==> src/rtl/wash_cycle_controller.sv <==
// Coin-operated washing machine sequencer: arms on coins, runs the soak/wash/rinse/spin
// phases enabled for the selected program, and supports lid pause, cancel/drain and refunds.
module wash_cycle_controller #(
    parameter int unsigned NUM_MODES = 3,
    parameter logic [4*NUM_MODES-1:0] MODE_MASK = 12'b1000_1110_1111,
    parameter int unsigned SOAK_TICKS  = 8,
    parameter int unsigned WASH_TICKS  = 16,
    parameter int unsigned RINSE_TICKS = 8,
    parameter int unsigned SPIN_TICKS  = 4,
    parameter int unsigned FILL_TICKS  = 2,
    parameter int unsigned COIN_COUNT  = 2,
    parameter int unsigned CNT_W       = 8
) (
    input  logic                 clock,
    input  logic                 reset_n,
    input  logic                 lid,
    input  logic                 coin,
    input  logic                 cancel,
    input  logic [NUM_MODES-1:0] mode,
    output logic                 idle,
    output logic                 ready,
    output logic                 soak_operation,
    output logic                 wash_operation,
    output logic                 rinse_operation,
    output logic                 spin_operation,
    output logic                 coin_return,
    output logic                 water_intake,
    output logic                 done,
    output logic [CNT_W-1:0]     phase_remaining
);

    localparam int unsigned COIN_W = $clog2(COIN_COUNT + 1);

    typedef enum logic [2:0] {
        S_IDLE  = 3'd0,
        S_READY = 3'd1,
        S_SOAK  = 3'd2,
        S_WASH  = 3'd3,
        S_RINSE = 3'd4,
        S_SPIN  = 3'd5,
        S_PAUSE = 3'd6
    } state_t;

    state_t             r_state, r_saved;
    logic [CNT_W-1:0]   r_timer;
    logic [COIN_W-1:0]  r_coins;
    logic               r_drain;
    logic [3:0]         r_mask;

    state_t             w_state, w_saved, w_next;
    logic [CNT_W-1:0]   w_timer, w_rem;
    logic [COIN_W-1:0]  w_coins;
    logic               w_drain, w_ret, w_done, w_water, w_onehot;
    logic [3:0]         w_mask, w_sel;

    function automatic logic [CNT_W-1:0] ticks_of(input state_t s);
        case (s)
            S_SOAK:  ticks_of = CNT_W'(SOAK_TICKS);
            S_WASH:  ticks_of = CNT_W'(WASH_TICKS);
            S_RINSE: ticks_of = CNT_W'(RINSE_TICKS);
            S_SPIN:  ticks_of = CNT_W'(SPIN_TICKS);
            default: ticks_of = '0;
        endcase
    endfunction

    // Lowest enabled phase in {spin,rinse,wash,soak} order; IDLE when none remain.
    function automatic state_t first_phase(input logic [3:0] m);
        if (m[0])      first_phase = S_SOAK;
        else if (m[1]) first_phase = S_WASH;
        else if (m[2]) first_phase = S_RINSE;
        else if (m[3]) first_phase = S_SPIN;
        else           first_phase = S_IDLE;
    endfunction

    function automatic state_t next_phase(input state_t s, input logic [3:0] m);
        case (s)
            S_SOAK:  next_phase = first_phase(m & 4'b1110);
            S_WASH:  next_phase = first_phase(m & 4'b1100);
            S_RINSE: next_phase = first_phase(m & 4'b1000);
            default: next_phase = S_IDLE;
        endcase
    endfunction

    function automatic logic is_wet(input state_t s);
        is_wet = (s == S_SOAK) || (s == S_WASH) || (s == S_RINSE);
    endfunction

    always_comb begin
        w_sel = '0;
        for (int k = 0; k < NUM_MODES; k++) begin
            if (mode[k]) begin
                w_sel = w_sel | MODE_MASK[4*k +: 4];
            end
        end
        w_onehot = (mode != '0) && ((mode & (mode - NUM_MODES'(1))) == '0);
    end

    // Next-state logic; priority inside each state is cancel > lid > timer > coin.
    always_comb begin
        w_state = r_state;
        w_saved = r_saved;
        w_timer = r_timer;
        w_coins = r_coins;
        w_drain = r_drain;
        w_mask  = r_mask;
        w_ret   = 1'b0;
        w_done  = 1'b0;
        w_next  = S_IDLE;
        case (r_state)
            S_IDLE: begin
                if (cancel) begin
                    w_ret   = coin || (r_coins != '0);
                    w_coins = '0;
                end else if (coin) begin
                    if (r_coins + COIN_W'(1) >= COIN_W'(COIN_COUNT)) begin
                        w_state = S_READY;
                        w_coins = '0;
                    end else begin
                        w_coins = r_coins + COIN_W'(1);
                    end
                end
            end
            S_READY: begin
                w_ret = coin;
                if (cancel) begin
                    w_ret   = 1'b1;
                    w_state = S_IDLE;
                end else if (w_onehot && !lid && (w_sel != 4'b0000)) begin
                    w_mask  = w_sel;
                    w_state = first_phase(w_sel);
                    w_timer = ticks_of(first_phase(w_sel));
                end
            end
            S_SOAK, S_WASH, S_RINSE, S_SPIN: begin
                w_ret  = coin;
                w_next = next_phase(r_state, r_mask);
                if (cancel && (r_state != S_SPIN)) begin
                    w_state = S_SPIN;
                    w_timer = CNT_W'(SPIN_TICKS);
                end else if (lid) begin
                    w_state = S_PAUSE;
                    w_saved = r_state;
                end else if (r_timer <= CNT_W'(1)) begin
                    w_state = w_next;
                    w_timer = ticks_of(w_next);
                    if (w_next == S_IDLE) begin
                        w_done = 1'b1;
                        w_mask = '0;
                    end
                end else begin
                    w_timer = r_timer - CNT_W'(1);
                end
            end
            S_PAUSE: begin
                w_ret = coin;
                if (cancel) begin
                    w_drain = 1'b1;
                end
                if (!lid) begin
                    if (cancel || r_drain) begin
                        w_state = S_SPIN;
                        w_timer = CNT_W'(SPIN_TICKS);
                        w_drain = 1'b0;
                    end else begin
                        w_state = r_saved;
                    end
                end
            end
            default: w_state = S_IDLE;
        endcase
    end

    // Output values as seen after the next edge; fill runs while elapsed < FILL_TICKS.
    always_comb begin
        w_rem   = '0;
        w_water = 1'b0;
        if ((w_state == S_SPIN) || is_wet(w_state)) begin
            w_rem = w_timer;
        end
        if (is_wet(w_state)) begin
            w_water = w_timer > (ticks_of(w_state) - CNT_W'(FILL_TICKS));
        end
    end

    always_ff @(posedge clock or negedge reset_n) begin
        if (!reset_n) begin
            r_state         <= S_IDLE;
            r_saved         <= S_IDLE;
            r_timer         <= '0;
            r_coins         <= '0;
            r_drain         <= 1'b0;
            r_mask          <= '0;
            idle            <= 1'b1;
            ready           <= 1'b0;
            soak_operation  <= 1'b0;
            wash_operation  <= 1'b0;
            rinse_operation <= 1'b0;
            spin_operation  <= 1'b0;
            coin_return     <= 1'b0;
            water_intake    <= 1'b0;
            done            <= 1'b0;
            phase_remaining <= '0;
        end else begin
            r_state         <= w_state;
            r_saved         <= w_saved;
            r_timer         <= w_timer;
            r_coins         <= w_coins;
            r_drain         <= w_drain;
            r_mask          <= w_mask;
            idle            <= (w_state == S_IDLE);
            ready           <= (w_state == S_READY);
            soak_operation  <= (w_state == S_SOAK);
            wash_operation  <= (w_state == S_WASH);
            rinse_operation <= (w_state == S_RINSE);
            spin_operation  <= (w_state == S_SPIN);
            coin_return     <= w_ret;
            water_intake    <= w_water;
            done            <= w_done;
            phase_remaining <= w_rem;
        end
    end

endmodule

==> config.mk <==
export PLATFORM = sky130hd
export DESIGN_NAME = wash_cycle_controller
export DESIGN_NICKNAME = d
export VERILOG_FILES = /design/src/rtl/wash_cycle_controller.sv
export SDC_FILE = /design/constraint.sdc
export NUM_CORES = 1
export LEC_CHECK = 0
export BUFFER_PORTS_ARGS = -buffer_cell sky130_fd_sc_hd__buf_2
export CAP_MARGIN = 10
export CORE_MARGIN = 2
export CORE_UTILIZATION = 55
export CTS_BUF_LIST = sky130_fd_sc_hd__clkbuf_16
export DETAILED_ROUTE_END_ITERATION = 16
export PLACE_DENSITY = 0.77
export SETUP_SLACK_MARGIN = 0.02
export SLEW_MARGIN = 20
export SYNTH_ARGS = -nofsm -noshare
export SYNTH_HDL_FRONTEND = slang
export SYNTH_SLANG_ARGS = --single-unit
==> constraint.sdc <==
create_clock -name clock -period 8 [get_ports clock]
set_input_delay 1.6 -clock clock [delete_from_list [all_inputs] [get_ports clock]]
set_output_delay 1.6 -clock clock [all_outputs]
set_load 0.05 [all_outputs]
After elaboration in Yosys (flattened, before gate mapping)
Index checks and enable logic that the tools add are counted.
{ "word_totals": {"register_bits": 38, "latch_bits": 0, "ramBits": 0, "romBits": 0, "inputBits": 8, "mem_count": 0} }
{ "classes": {"n_addsub": 4, "multipliers": 0, "div_mod_pow": 0, "n_lt_le_gt_ge": 3, "n_eq_ne": 26, "shifts": 0, "muxes": 61, "bitwise": 2, "n_reduce_logical": 27} }
{ "ops": {"columns": ["op", "count"], "rows": [
  ["$mux W8", 9],
  ["$mux W3", 21],
  ["$pmux W5 S3", 3],
  ["$mux W4", 9],
  ["$eq A3 B3 Y1 const B", 9],
  ["$eq A3 B2 Y1 const B", 8],
  ["$pmux W8 S3", 1],
  ["$logic_not A3 Y1", 4],
  ["$ne A2 B2 Y1 const B", 6],
  ["$pmux W3 S4", 1],
  ["$mux W1", 11],
  ["$pmux W3 S3", 1],
  ["$gt A8 B8 Y1", 1],
  ["$le A8 B1 Y1 const B", 1],
  ["$pmux W4 S2", 1],
  ["$sub A8 B1 Y8 const B", 1],
  ["$sub A8 B2 Y8 const B", 1],
  ["$reduce_and A7 Y1", 1],
  ["$eq A3 B1 Y1 const B", 2],
  ["$mux W2", 3],
  ["$reduce_bool A2 Y1", 3],
  ["$reduce_or A2 Y1", 3],
  ["$logic_or A1 B1 Y1", 5],
  ["$reduce_or A5 Y1", 1],
  ["other kinds (14)", 17]
]} }

Logic depth before layout (Yosys ltp)
Gate-level depths: netlist (run 1).
{ "logic_depth": {"ltp_word": 18, "mapped_depth": 18, "depth_no_buf": 17} }

Least setup slack after synthesis (run 1)
Ideal clock, no wire load.
{ "synth_path": {"kind": "input -> register", "startpoint": "input cancel", "endpoint": "register water_intake", "t_arrival_ps": 4320, "path_slack_ps": 3535, "path_stages": 16, "path_buffers": 1, "path_cell_list": "clkbuf_1 nor3_1 nand3b_1 or2_2 o221ai_4 xor2_2 inv_2 nand2_1 ha_1 ha_1 ha_1 a21o_1 a21oi_1 nor2b_1 a2111oi_0 a221oi_1"} }
{ "synth_via": {"elab_chain_cells": 11, "word_cells_on_any_way": 25, "cone_classes": "1 x add/sub; 1 x order compare; 4 x eq/ne; 14 x mux; 5 x reduce/logical"} }
{ "synth_lines": {"columns": ["element", "line", "rtl"], "rows": [
  ["start: declaration", "18", "input logic cancel,"],
  ["$logic_or A1 B1 Y1", "160", "if (cancel || r_drain) begin"],
  ["$mux W3", "160", null],
  ["$mux W3", "159", "if (!lid) begin"],
  ["$pmux W3 S4 (*)", "109", "case (r_state)"],
  ["via w_state[2]", "50", "state_t w_state, w_saved, w_next;"],
  ["$eq A3 B2 Y1 / $eq A3 B3 Y1 (equally long branches)", "57, 85", null],
  ["$reduce_or A2 Y1 (no line)", null, null],
  ["$pmux W5 S3", "57", "case (s)"],
  ["$mux W8", "180", "if (is_wet(w_state)) begin"],
  ["$sub A8 B2 Y8", "181", "w_water = w_timer > (ticks_of(w_state) - CNT_W'(FILL_TICKS));"],
  ["$gt A8 B8 Y1", "181", null],
  ["$mux W1 (*)", "180", null],
  ["via w_water", "53", "logic w_drain, w_ret, w_done, w_water, w_onehot;"],
  ["end signal: assignment", "217", "water_intake <= w_water;"],
  ["end: declaration", "27", "output logic water_intake,"]
]} }
The timed path passes the listed nets; every way through them passes the cells marked *. The select of a mux whose other input is x is not followed.
A chain may end at the register's enable or synchronous reset.

Worst setup path after layout (run 1)
Ends and elaborated chain as after synthesis.

==> results of run 1 <==
==> worst reg2reg max path, stage by stage, from the launching register on <==
cell and delay (ns):
sky130_fd_sc_hd__dfrtp_1 0.43, sky130_fd_sc_hd__or4_1 0.65, sky130_fd_sc_hd__or3_1 0.53, sky130_fd_sc_hd__or3_4 0.43, sky130_fd_sc_hd__a31oi_4 0.26, sky130_fd_sc_hd__xor2_2 0.16
sky130_fd_sc_hd__inv_2 0.16, sky130_fd_sc_hd__nand2_1 0.07, sky130_fd_sc_hd__ha_1 0.21, sky130_fd_sc_hd__ha_1 0.27, sky130_fd_sc_hd__ha_1 0.18, sky130_fd_sc_hd__a21o_1 0.17
sky130_fd_sc_hd__a21oi_1 0.13, sky130_fd_sc_hd__nor2b_1 0.06, sky130_fd_sc_hd__a2111oi_0 0.36, sky130_fd_sc_hd__a221oi_1 0.09
==> sequential cells by signal, indices dropped and copies added (netlist names) <==
register         flops
rinse_operation      1
r_saved              3
soak_operation       1
ready                1
r_timer              8
wash_operation       1
coin_return          1
water_intake         1
idle                 1
r_coins              2
phase_remaining      8
r_drain              1
done                 1
r_state              3
spin_operation       1
r_mask               2
==> path summary, 6_finish.rpt <==
path	from	to	slack (ns)	cells past startpoint
max	cancel	water_intake$_DFF_PN0_	3.44	16
min	r_saved[2]$_DFFE_PN0P_	r_saved[2]$_DFFE_PN0P_	0.48	2
max reg2reg	r_timer[2]$_DFF_PN0_	water_intake$_DFF_PN0_	3.68	15
min reg2reg	r_saved[2]$_DFFE_PN0P_	r_saved[2]$_DFFE_PN0P_	0.48	2
max in group asynchronous	reset_n	phase_remaining[1]$_DFF_PN0_	6.09	1
min in group asynchronous	reset_n	r_coins[0]$_DFFE_PN0P_	1.40	1
==> routing by layer <==
metal	GRT usage (%)	up-vias	share of wire (%)
met3	5.500	8	7.2
met4	7.143	0	1.4
li1	-	915	-
met5	0	-	0
met1	35.88	894	47
met2	35.78	80	44
==> cell families (layout without fill, tap and decap cells) <==
kind of cell             after synthesis  in the layout  share of synthesized area (%)
adder cells (fa/ha/maj)               11             11                          6.180
AO/OA/AOI/OAI                         64             64                          21.74
buffers and inverters                 27             48                          4.943
multiplexers                           2              2                         0.8989
flip-flops                            36             36                          40.51
AND/OR/NAND/NOR                       98             98                          23.82
XOR/XNOR                               4              4                          1.911
==> power by group <==
group	internal (mW)	leakage, nW	total [mW]	switching (mW)
clock network	0.112	0.0701	0.182	0.0702
registers	0.250	0.474	0.323	0.0735
logic	0.229	0.635	0.659	0.430
==> cell type report <==
| class | instances | area [sq um] |
|---|---|---|
| sequential | 36 | 902.1 |
| clock inverter | 3 | 11.26 |
| timing repair buffer | 24 | 120.1 |
| fill | 326 | 1446 |
| clock buffer | 5 | 125.1 |
| inverter | 16 | 60.06 |
| tap | 50 | 62.56 |
| multi-input combinational | 179 | 1215 |
==> layout by cell type (no fill, tap or decap), types with 6 or more instances in the layout <==
cell                      count
sky130_fd_sc_hd__a21oi_1     11
sky130_fd_sc_hd__and2_1       9
sky130_fd_sc_hd__buf_2       24
sky130_fd_sc_hd__dfrtp_1     35
sky130_fd_sc_hd__ha_1        11
sky130_fd_sc_hd__inv_1       16
sky130_fd_sc_hd__nand2_1     18
sky130_fd_sc_hd__nand3_1      8
sky130_fd_sc_hd__nor2_1      22
sky130_fd_sc_hd__o21ai_0     14
sky130_fd_sc_hd__o31ai_1      6
sky130_fd_sc_hd__or3_1        6
==> impl_summary.txt, run 1 <==
----------------------------------------------------
[Outcome]
  Run status ... complete, no violations

[Yosys]
  Number of flops mapped to enable cells by yosys ... 0
  Fraction of synthesized cell area taken by the top area cell type ... 39.33%
  Flip-flop cell with the highest count after synthesis ... sky130_fd_sc_hd__dfrtp_1
  Cell types occupying the most area after synthesis ... sky130_fd_sc_hd__dfrtp_1 39%, sky130_fd_sc_hd__ha_1 6.2%, sky130_fd_sc_hd__nor2_1 3.7%, sky130_fd_sc_hd__o21ai_0 3.1%, sky130_fd_sc_hd__nand2_1 3.0%
  Post-synthesis area per instance ... 9.203 sq um
  Sequential cell area fraction in the yosys report ... 40.51%
  Warning count from the yosys run ... 0
  Post-Synthesis Cells ... 242
  Largest area contributor in the netlist ... sky130_fd_sc_hd__dfrtp_1
  Proportion of register bits with asynchronous set or reset after synthesis ... 100.0%
  Commonest cells in the synthesized netlist ... 35 x sky130_fd_sc_hd__dfrtp_1, 22 x sky130_fd_sc_hd__nor2_1, 18 x sky130_fd_sc_hd__nand2_1
  Dominant cell by count in the synthesized netlist ... sky130_fd_sc_hd__dfrtp_1
  FF+latch count, synth ... 36
  Post-synthesis instance area ... 2227 sq um
  Number of nets produced by synthesis ... 261
  Number of distinct standard cells referenced by the synthesized netlist ... 57

[Clocking]
  Clock tree from TritonCTS ... done
  CTS clk-pin slew, worst paths ... 0.05 ns
  Quantity of hold-fixing buffers added after cts ... 0
  Clock sinks ... 36
  Number of CTS-inserted buffers ... 5
  Clock Tree Buf Depth ... 2
  Clk_lat worst skew ... 0.28 ns
  Post-CTS setup repair buffer count ... 0
  H-tree level count ... 2
  Clk root buf ... sky130_fd_sc_hd__clkbuf_16
  Total of cells resized after clock tree synthesis ... 0

[Placement]
  Standard cell area after detailed placement ... 2360 sq um
  Placement-stage worst setup slack ... 3.172 ns
  Placed wire-length estimate after detailed placement ... 3.617 mm
  Global placement routability congestion ... 0.9728
  Number of cells after detailed placement ... 305
  I/O Buffers ... 24

[Worst setup path]
  Slowest stage delay, CP ... 0.41 ns
  Worst Setup Path Type ... in -> reg
  Cell repeated most along the worst path ... sky130_fd_sc_hd__ha_1
  Top cell family by delay on the critical path ... simple AND/OR/NAND/NOR gates
  WP buf/inv ... 2
  Highest fanout seen on the critical path ... 12
  Required time of the critical path ... 8.14 ns
  CP max-delay cell ... sky130_fd_sc_hd__or2_2
  CP Data Arrival Time ... 4.69 ns
  Category of the worst setup path launch point ... input pin
  Cell breakdown of the critical path ... buf_2, nor3_1, nand3b_1, or2_2, o221ai_4, xor2_2, inv_2, nand2_1, ha_1, ha_1, ha_1, a21o_1, a21oi_1, nor2b_1, a2111oi_0, a221oi_1
  Critical path capture point type ... flop

[Floorplan]
  Core region area ... 3943 sq um
  Die X ... 67.64 um
  DIE AREA ... 4574 sq um
  Effective utilization at floorplan ... 56.49%
  # rows ... 23
  Die extent in y ... 67.64 um
  I/O pin total ... 25

[Route]
  Number of detailed-route iterations in the first pass ... 7
  Average via count per standard cell ... 6.061
  Detail-routed net length per standard cell ... 16.21 um
  DRC violation count after routing ... 0
  Routed via count ... 1,897
  Number of routed nets with antenna violations ... 0
  Wire length after detailed routing ... 5.074 mm
  Starting DRT DRC Count ... 228

[Timing]
  Final setup skew ... 0.005936 ns
  Pins Over Slew Limit ... 0
  Final worst setup slack ... 3.445 ns
  Final critical-path share of the clock period ... 56.94%
  Relative max-transition margin ... 47.19%
  Maximum clock rate ... 0.2195 GHz
  Post-layout min period ... 4.555 ns
  Setup TNS ... 0 ns
  Actual slew at the worst max-slew pin ... 0.7921 ns
  Unrepaired setup endpoints after global routing ... no
  Hold Worst Slack ... 0.4797 ns
  Final setup violation count ... 0
  Final Hold Vio Count ... 0

[Power and ir drop]
  Largest voltage drop on the vdd net ... 0.3009 mV
  Total design power ... 1.164 mW
  Power per unit of standard cell area ... 466.4 nW/um^2
  Reported leakage power ... 1.179 nW

[Layout]
  Final instance area ... 2496 sq um
  Area growth syn-to-layout ... 12.08%
  Fraction of final layout cells sized beyond drive strength 1 ... 15.97%
  Final core utilization ... 63.31%
  Number of nets in the final layout ... 281
  Diodes inserted ... 0
  Fin cells ... 313

[Flow run]
  Max-capacitance violation count ... 0

[GRT]
  Number of antenna violations at the first check in global routing ... 0
  Via count of the first global-routing pass ... 1,698
  First-pass GRT wire length ... 8.190 mm
  Maximum number of pins on one net before global-route repair ... 37
  GRT Resource Usage Total ... 24.42%
  Final global-route overflow total ... 0

[Min path]
  HP Class ... reg -> reg

----------------------------------------------------
No activity file was read; power rests on OpenSTA's default activity.
==> run 2, diff against run 1 <==
==> constraint.sdc (replaced) <==
create_clock -name clock -period 4.4 [get_ports clock]
set_input_delay 0.88 -clock clock [delete_from_list [all_inputs] [get_ports clock]]
set_output_delay 0.88 -clock clock [all_outputs]
set_load 0.05 [all_outputs]
==> run 2 against run 1 <==
Effect of this change:
- power rose by 86%
- wire length rose by 4.2%
- largest power group unchanged
- sequential power is 75% higher
- combinational power up 93%
- sequential cell count is the same
- cell count up 1.6%
==> impl_summary.txt, run 2 (synthesis results as in run 1) <==
----------------------------------------------------
[Worst setup path]
  Required time of the critical path ... 4.54 ns (-3.60 ns)
  Category of the worst setup path launch point ... flop
  Highest fanout seen on the critical path ... 8 (-4)
  Critical path capture point type ... flop
  Worst Setup Path Type ... reg -> reg
  CP Data Arrival Time ... 4.24 ns (-0.45 ns)

[GRT]
  Final global-route overflow total ... 0 (unchanged)
  First-pass GRT wire length ... 8.583 mm (+4.8%)
  GRT Resource Usage Total ... 25.52% (+1.1 points)
  Number of antenna violations at the first check in global routing ... 0 (unchanged)
  Maximum number of pins on one net before global-route repair ... 37 (unchanged)
  Via count of the first global-routing pass ... 1,728 (+1.8%)

[Power and ir drop]
  Total design power ... 2.167 mW (+86%)
  Switching Share ... 48.69% (-0.55 points)
  P_sw ... 1.055 mW (+84%)
  Reported leakage power ... 1.208 nW (+2.5%)
  Power per unit of standard cell area ... 853.0 nW/um^2 (+83%)
  Largest voltage drop on the vdd net ... 0.4234 mV (+41%)
  Sequential power share ... 26.0% (-1.8 points)
  Pint ... 1.112 mW (+88%)
  Fraction of power consumed by the clock network ... 15.2% (-0.4 points)
  Fraction of power consumed by combinational cells ... 58.8% (+2.2 points)

[Placement]
  Standard cell area after detailed placement ... 2397 sq um (+1.6%)
  I/O Buffers ... 24 (unchanged)
  Global placement routability congestion ... 0.9258 (-4.8%)
  Placed wire-length estimate after detailed placement ... 3.843 mm (+6.2%)

[Layout]
  Number of nets in the final layout ... 286 (+1.8%)
  Commonest cells after routing, fill and taps aside ... 35 x sky130_fd_sc_hd__dfrtp_1, 24 x sky130_fd_sc_hd__buf_2, 22 x sky130_fd_sc_hd__nor2_1
  Fraction of final layout cells sized beyond drive strength 1 ... 17.91% (+1.9 points)
  Leading cell type in the layout, fill and taps excluded ... sky130_fd_sc_hd__dfrtp_1
  Area growth syn-to-layout ... 14.05%
  Final instance area ... 2540 sq um (+1.8%)
  Largest registers ... phase_remaining (8), r_timer (8)
  Diodes inserted ... 0 (unchanged)

[Clocking]
  Clock Tree Buf Depth ... 2 (unchanged)
  Number of CTS-inserted buffers ... 5 (unchanged)
  Clock sinks ... 36 (unchanged)
  CTS clk-pin slew, worst paths ... 0.06 ns (about the same)
  Clk root buf ... sky130_fd_sc_hd__clkbuf_16
  Clock tree from TritonCTS ... done
  H-tree level count ... 2 (unchanged)
  Clk_lat worst skew ... 0.28 ns (about the same)
  Quantity of hold-fixing buffers added after cts ... 0 (unchanged)

[Floorplan]
  Die extent in y ... 67.64 um (unchanged)
  Core region area ... 3943 sq um (unchanged)
  DIE AREA ... 4574 sq um (unchanged)
  # rows ... 23 (unchanged)
  Effective utilization at floorplan ... 56.49% (unchanged)
  I/O pin total ... 25 (unchanged)
  Die X ... 67.64 um (unchanged)

[Route]
  Routed via count ... 1,928 (+1.6%)
  Number of detailed-route iterations in the first pass ... 5 (-2)
  DRC violation count after routing ... 0 (unchanged)
  Number of routed nets with antenna violations ... 0 (unchanged)
  Average via count per standard cell ... 6.063 (about the same)
  Starting DRT DRC Count ... 277 (+21%)
  Wire length after detailed routing ... 5.288 mm (+4.2%)
  Detail-routed net length per standard cell ... 16.63 um (+2.6%)

[Timing]
  Maximum clock rate ... 0.2439 GHz
  Post-layout min period ... 4.099 ns
  Final Hold Vio Count ... 0 (unchanged)
  Final setup skew ... 0.008596 ns (+0.002660 ns)
  Final critical-path share of the clock period ... 93.17%
  Relative max-transition margin ... 47.15% (about the same)
  Setup TNS ... 0 ns (unchanged)
  Pins Over Slew Limit ... 0 (unchanged)
  Final setup violation count ... 0 (unchanged)
  Actual slew at the worst max-slew pin ... 0.7927 ns (+0.0006077 ns)
  Unrepaired setup endpoints after global routing ... no

[Flow run]
  Max-capacitance violation count ... 0 (unchanged)

[Min path]
  HP Class ... reg -> reg

[Outcome]
  Run status ... complete, no violations

----------------------------------------------------
## run 2: layout make-up
type	instances	area, sq um
Tap cell	50	62.56
Clock inverter	3	11.26
Sequential cell	36	902.1
Timing Repair Buffer	29	157.7
Fill cell	342	1403
Multi-Input combinational cell	179	1221
Inverter	16	60.06
Clock buffer	5	125.1
## run 2: what timing repair did
action	in CTS	in global routing
endpoints found under the setup margin	0	1
hold endpoints to repair	0	0
buffers inserted	0	0
gates resized for setup	0	2
## run 2: routing by layer
metal,GRT usage (%),routed length [um],part of all wire (%)
met2,37.13,2427,46
met3,4.333,303,5.7
met4,7.653,75,1.4
met1,38.41,2481,47
met5,0,0,0
## run 2: power by group through the flow
stage | combinational [mW] | sequential [mW] | clock (mW)
after floorplan | 0.830 | 0.684 | 0
after global placement | 1.22 | 0.561 | 0
after detailed placement | 1.25 | 0.564 | 0
after CTS | 1.26 | 0.560 | 0.335
after global routing | 1.41 | 0.582 | 0.348
final | 1.27 | 0.564 | 0.330
## run 2: worst paths after layout
path	cells past startpoint	slack, ns	endpoint	from
setup / recovery	15	0.30	water_intake$_DFF_PN0_	r_timer[4]$_DFF_PN0_
hold / removal	2	0.49	r_coins[1]$_DFFE_PN0P_	r_coins[1]$_DFFE_PN0P_
setup reg to reg	15	0.30	water_intake$_DFF_PN0_	r_timer[4]$_DFF_PN0_
hold reg to reg	2	0.49	r_coins[1]$_DFFE_PN0P_	r_coins[1]$_DFFE_PN0P_
max in group asynchronous	1	3.20	r_state[0]$_DFF_PN0_	reset_n
min in group asynchronous	1	0.68	coin_return$_DFF_PN0_	reset_n
## run 2: worst max-delay path, stage by stage, from the launching register on
cell and delay, ns:
sky130_fd_sc_hd__dfrtp_1 0.41, sky130_fd_sc_hd__or4_1 0.64, sky130_fd_sc_hd__or3_4 0.46, sky130_fd_sc_hd__or3_4 0.39, sky130_fd_sc_hd__a31oi_4 0.22, sky130_fd_sc_hd__xor2_2 0.24, sky130_fd_sc_hd__inv_2 0.11, sky130_fd_sc_hd__nand2_1 0.08
sky130_fd_sc_hd__ha_1 0.15, sky130_fd_sc_hd__ha_1 0.23, sky130_fd_sc_hd__ha_1 0.18, sky130_fd_sc_hd__a21o_1 0.17, sky130_fd_sc_hd__a21oi_1 0.14, sky130_fd_sc_hd__nor2b_1 0.07, sky130_fd_sc_hd__a2111oi_1 0.38, sky130_fd_sc_hd__a221oi_1 0.09
## run 2: stage by stage
stage / hold slack (ns) / setup WS, ns / cells / util [%]
finish: 0.4943 / 0.3006 / 318 / 64.42
global route: 0.5245 / 0.06114 / 318 / 64.42
CTS: 0.4954 / 0.2082 / 318 / 64.27
detailed placement: 0.4737 / 0.2289 / 310 / 60.81
global placement: 0.4625 / 0.3550 / 310 / 60.81
floorplan: 0.4470 / 0.4904 / 242 / -
==> run 3, diff against run 2 <==
==> constraint.sdc (replaced) <==
create_clock -name clock -period 4.4 [get_ports clock]
set_input_delay 1.32 -clock clock [delete_from_list [all_inputs] [get_ports clock]]
set_output_delay 1.32 -clock clock [all_outputs]
set_load 0.05 [all_outputs]
==> run 3 against run 2 <==
Effect of this change:
- power rose by 2.1%
- die area did not move
- first-iteration DRC count decreased by 26%
- sequential share of layout area down 0.65 points
- clock-buffer cell count stayed put
- wire length shrank 0.45%
- critical path type is now in -> reg
- highest routed layer unchanged
==> impl_summary.txt, run 3 (synthesis results as in run 1) <==
----------------------------------------------------
[Floorplan]
  I/O pin total ... 25 (unchanged)
  # rows ... 23 (unchanged)
  Effective utilization at floorplan ... 56.49% (unchanged)
  DIE AREA ... 4574 sq um (unchanged)
  Die extent in y ... 67.64 um (unchanged)
  Core region area ... 3943 sq um (unchanged)
  Die X ... 67.64 um (unchanged)

[Timing]
  Final setup violation count ... 0 (unchanged)
  Relative max-transition margin ... 48.18% (+1.0 points)
  Pins Over Slew Limit ... 0 (unchanged)
  Hold Worst Slack ... 0.4838 ns (-0.01059 ns)
  Unrepaired setup endpoints after global routing ... no
  Post-layout min period ... 4.047 ns (-0.05211 ns)
  Setup TNS ... 0 ns (unchanged)
  Final critical-path share of the clock period ... 91.98% (-1.2 points)
  Final setup skew ... 0.004996 ns (-0.003600 ns)
  Final Hold Vio Count ... 0 (unchanged)
  Maximum clock rate ... 0.2471 GHz (+1.3%)
  Actual slew at the worst max-slew pin ... 0.7772 ns (-0.01550 ns)

[Placement]
  I/O Buffers ... 24 (unchanged)
  Global placement routability congestion ... 0.9305 (+0.51%)
  Placed wire-length estimate after detailed placement ... 3.852 mm (+0.26%)
  Number of cells after detailed placement ... 316 (+1.9%)
  Standard cell area after detailed placement ... 2442 sq um (+1.9%)

[Layout]
  Leading cell type in the layout, fill and taps excluded ... sky130_fd_sc_hd__dfrtp_1
  Combined area of the multi-input logic cells ... 1220 sq um (-0.10%)
  Final instance area ... 2587 sq um (+1.9%)
  Number of nets in the final layout ... 292 (+2.1%)
  Fill cells ... 330 (-3.5%)
  Largest registers ... phase_remaining (8), r_timer (8)
  Fraction of final layout cells sized beyond drive strength 1 ... 20.07% (+2.2 points)
  Fin cells ... 324 (+1.9%)
  Area taken by flip-flops and latches ... 902.1 sq um (unchanged)
  Area growth syn-to-layout ... 16.18%
  Commonest cells after routing, fill and taps aside ... 35 x sky130_fd_sc_hd__dfrtp_1, 24 x sky130_fd_sc_hd__buf_2, 22 x sky130_fd_sc_hd__nor2_1
  Final core utilization ... 65.63% (+1.2 points)
  Diodes inserted ... 0 (unchanged)

[Clocking]
  Clk_lat worst skew ... 0.28 ns (about the same)
  Clk root buf ... sky130_fd_sc_hd__clkbuf_16
  Clock tree from TritonCTS ... done
  Number of CTS-inserted buffers ... 5 (unchanged)
  Post-CTS setup repair buffer count ... 0 (unchanged)
  H-tree level count ... 2 (unchanged)
  CTS clk-pin slew, worst paths ... 0.06 ns (about the same)
  Clock Tree Buf Depth ... 2 (unchanged)
  Clock sinks ... 36 (unchanged)

[Worst setup path]
  Critical path capture point type ... flop
  Worst Setup Path Type ... in -> reg
  Category of the worst setup path launch point ... input pin
  Flop2flop setup slack ... 0.38 ns (+0.08 ns)
  Required time of the critical path ... 4.54 ns (about the same)
  Highest fanout seen on the critical path ... 21 (+13)
  CP Data Arrival Time ... 4.19 ns (-0.05 ns)

[GRT]
  Via count of the first global-routing pass ... 1,785 (+3.3%)
  Number of antenna violations at the first check in global routing ... 0 (unchanged)
  Maximum number of pins on one net before global-route repair ... 37 (unchanged)
  GRT Resource Usage Total ... 25.75% (+0.23 points)
  First-pass GRT wire length ... 8.652 mm (+0.80%)
  Final global-route overflow total ... 0 (unchanged)

[Route]
  DRC violation count after routing ... 0 (unchanged)
  Number of detailed-route iterations in the first pass ... 5 (unchanged)
  Routed via count ... 1,942 (+0.73%)
  Detail-routed net length per standard cell ... 16.25 um (-2.3%)
  Starting DRT DRC Count ... 205 (-26%)
  Average via count per standard cell ... 5.994 (-1.1%)
  Wire length after detailed routing ... 5.264 mm (-0.45%)
  Number of routed nets with antenna violations ... 0 (unchanged)

[Power and ir drop]
  Largest voltage drop on the vdd net ... 0.5288 mV (+25%)
  Power per unit of standard cell area ... 855.1 nW/um^2 (+0.24%)
  Reported leakage power ... 1.232 nW (+2.0%)

[Flow run]
  Max-capacitance violation count ... 0 (unchanged)

[Outcome]
  Run status ... complete, no violations

[Min path]
  HP Class ... reg -> reg

----------------------------------------------------
==> run 3: changes by cell type in the layout (fill, tap and decap cells not counted) <==
cell,before,now
sky130_fd_sc_hd__a2111oi_1,1,0
sky130_fd_sc_hd__clkinvlp_4,0,1
sky130_fd_sc_hd__inv_1,17,16
sky130_fd_sc_hd__a2111oi_0,0,1
sky130_fd_sc_hd__buf_4,5,11
==> run 3: final cells by class <==
class / instances / share of cell area (%)
flip-flops and latches: 36 / 34.86
well taps: 50 / 2.418
clock buffers: 5 / 4.836
inverters: 16 / 2.321
clock inverters: 3 / 0.5803
repair buffers: 35 / 7.834
multi-input cells: 179 / 47.15
==> run 3: what timing repair did <==
item                       4_1_cts  5_1_grt
setup endpoints to repair        0        1
resized for setup                0        1
hold buffers                     0        0
==> run 3: worst max-delay path, stage by stage <==
cell and delay, ns:
sky130_fd_sc_hd__buf_2 0.22, sky130_fd_sc_hd__nor2_1 0.21, sky130_fd_sc_hd__o31ai_1 0.11, sky130_fd_sc_hd__a21oi_1 0.27, sky130_fd_sc_hd__o221ai_4 0.15, sky130_fd_sc_hd__buf_4 0.18, sky130_fd_sc_hd__or3_1 0.41, sky130_fd_sc_hd__ha_1 0.31
sky130_fd_sc_hd__ha_1 0.18, sky130_fd_sc_hd__a21o_1 0.17, sky130_fd_sc_hd__a21oi_1 0.13, sky130_fd_sc_hd__nor2b_1 0.05, sky130_fd_sc_hd__a2111oi_0 0.37, sky130_fd_sc_hd__a221oi_1 0.09
==> run 3: worst paths after layout <==
path / endpoint / cells after the start / from
min: r_saved[0]$_DFFE_PN0P_ / 2 / r_saved[0]$_DFFE_PN0P_
max: water_intake$_DFF_PN0_ / 14 / lid
min in group asynchronous: r_mask[2]$_DFFE_PN0P_ / 1 / reset_n
max reg2reg: water_intake$_DFF_PN0_ / 15 / r_timer[4]$_DFF_PN0_
max in group asynchronous: r_timer[3]$_DFF_PN0_ / 1 / reset_n
min reg2reg: r_saved[0]$_DFFE_PN0P_ / 2 / r_saved[0]$_DFFE_PN0P_
==> run 3: layer usage <==
metal | track usage, % | vias up | routed length, um
met5 | 0 | - | 0
met3 | 4.833 | 9 | 379
met1 | 36.49 | 903 | 2434
met2 | 39.95 | 87 | 2366
met4 | 7.398 | 0 | 85
li1 | - | 943 | -
==> run 3: metrics by stage <==
step | total power, mW | setup slack [ns]
6_report | 2.212 | 0.3527
4_1_cts | 2.201 | 0.2871
2_1_floorplan | 1.514 | 0.2149
5_1_grt | 2.389 | 0.1003
3_5_place_dp | 1.855 | 0.07308
3_3_place_gp | 1.847 | 0.08912
==> run 3: report_power, final <==
group          internal (mW)  switching, mW  total [mW]
clock network          0.205          0.130       0.336
logic                  0.492          0.826        1.32
registers              0.454          0.104       0.558
total                   1.15           1.06        2.21
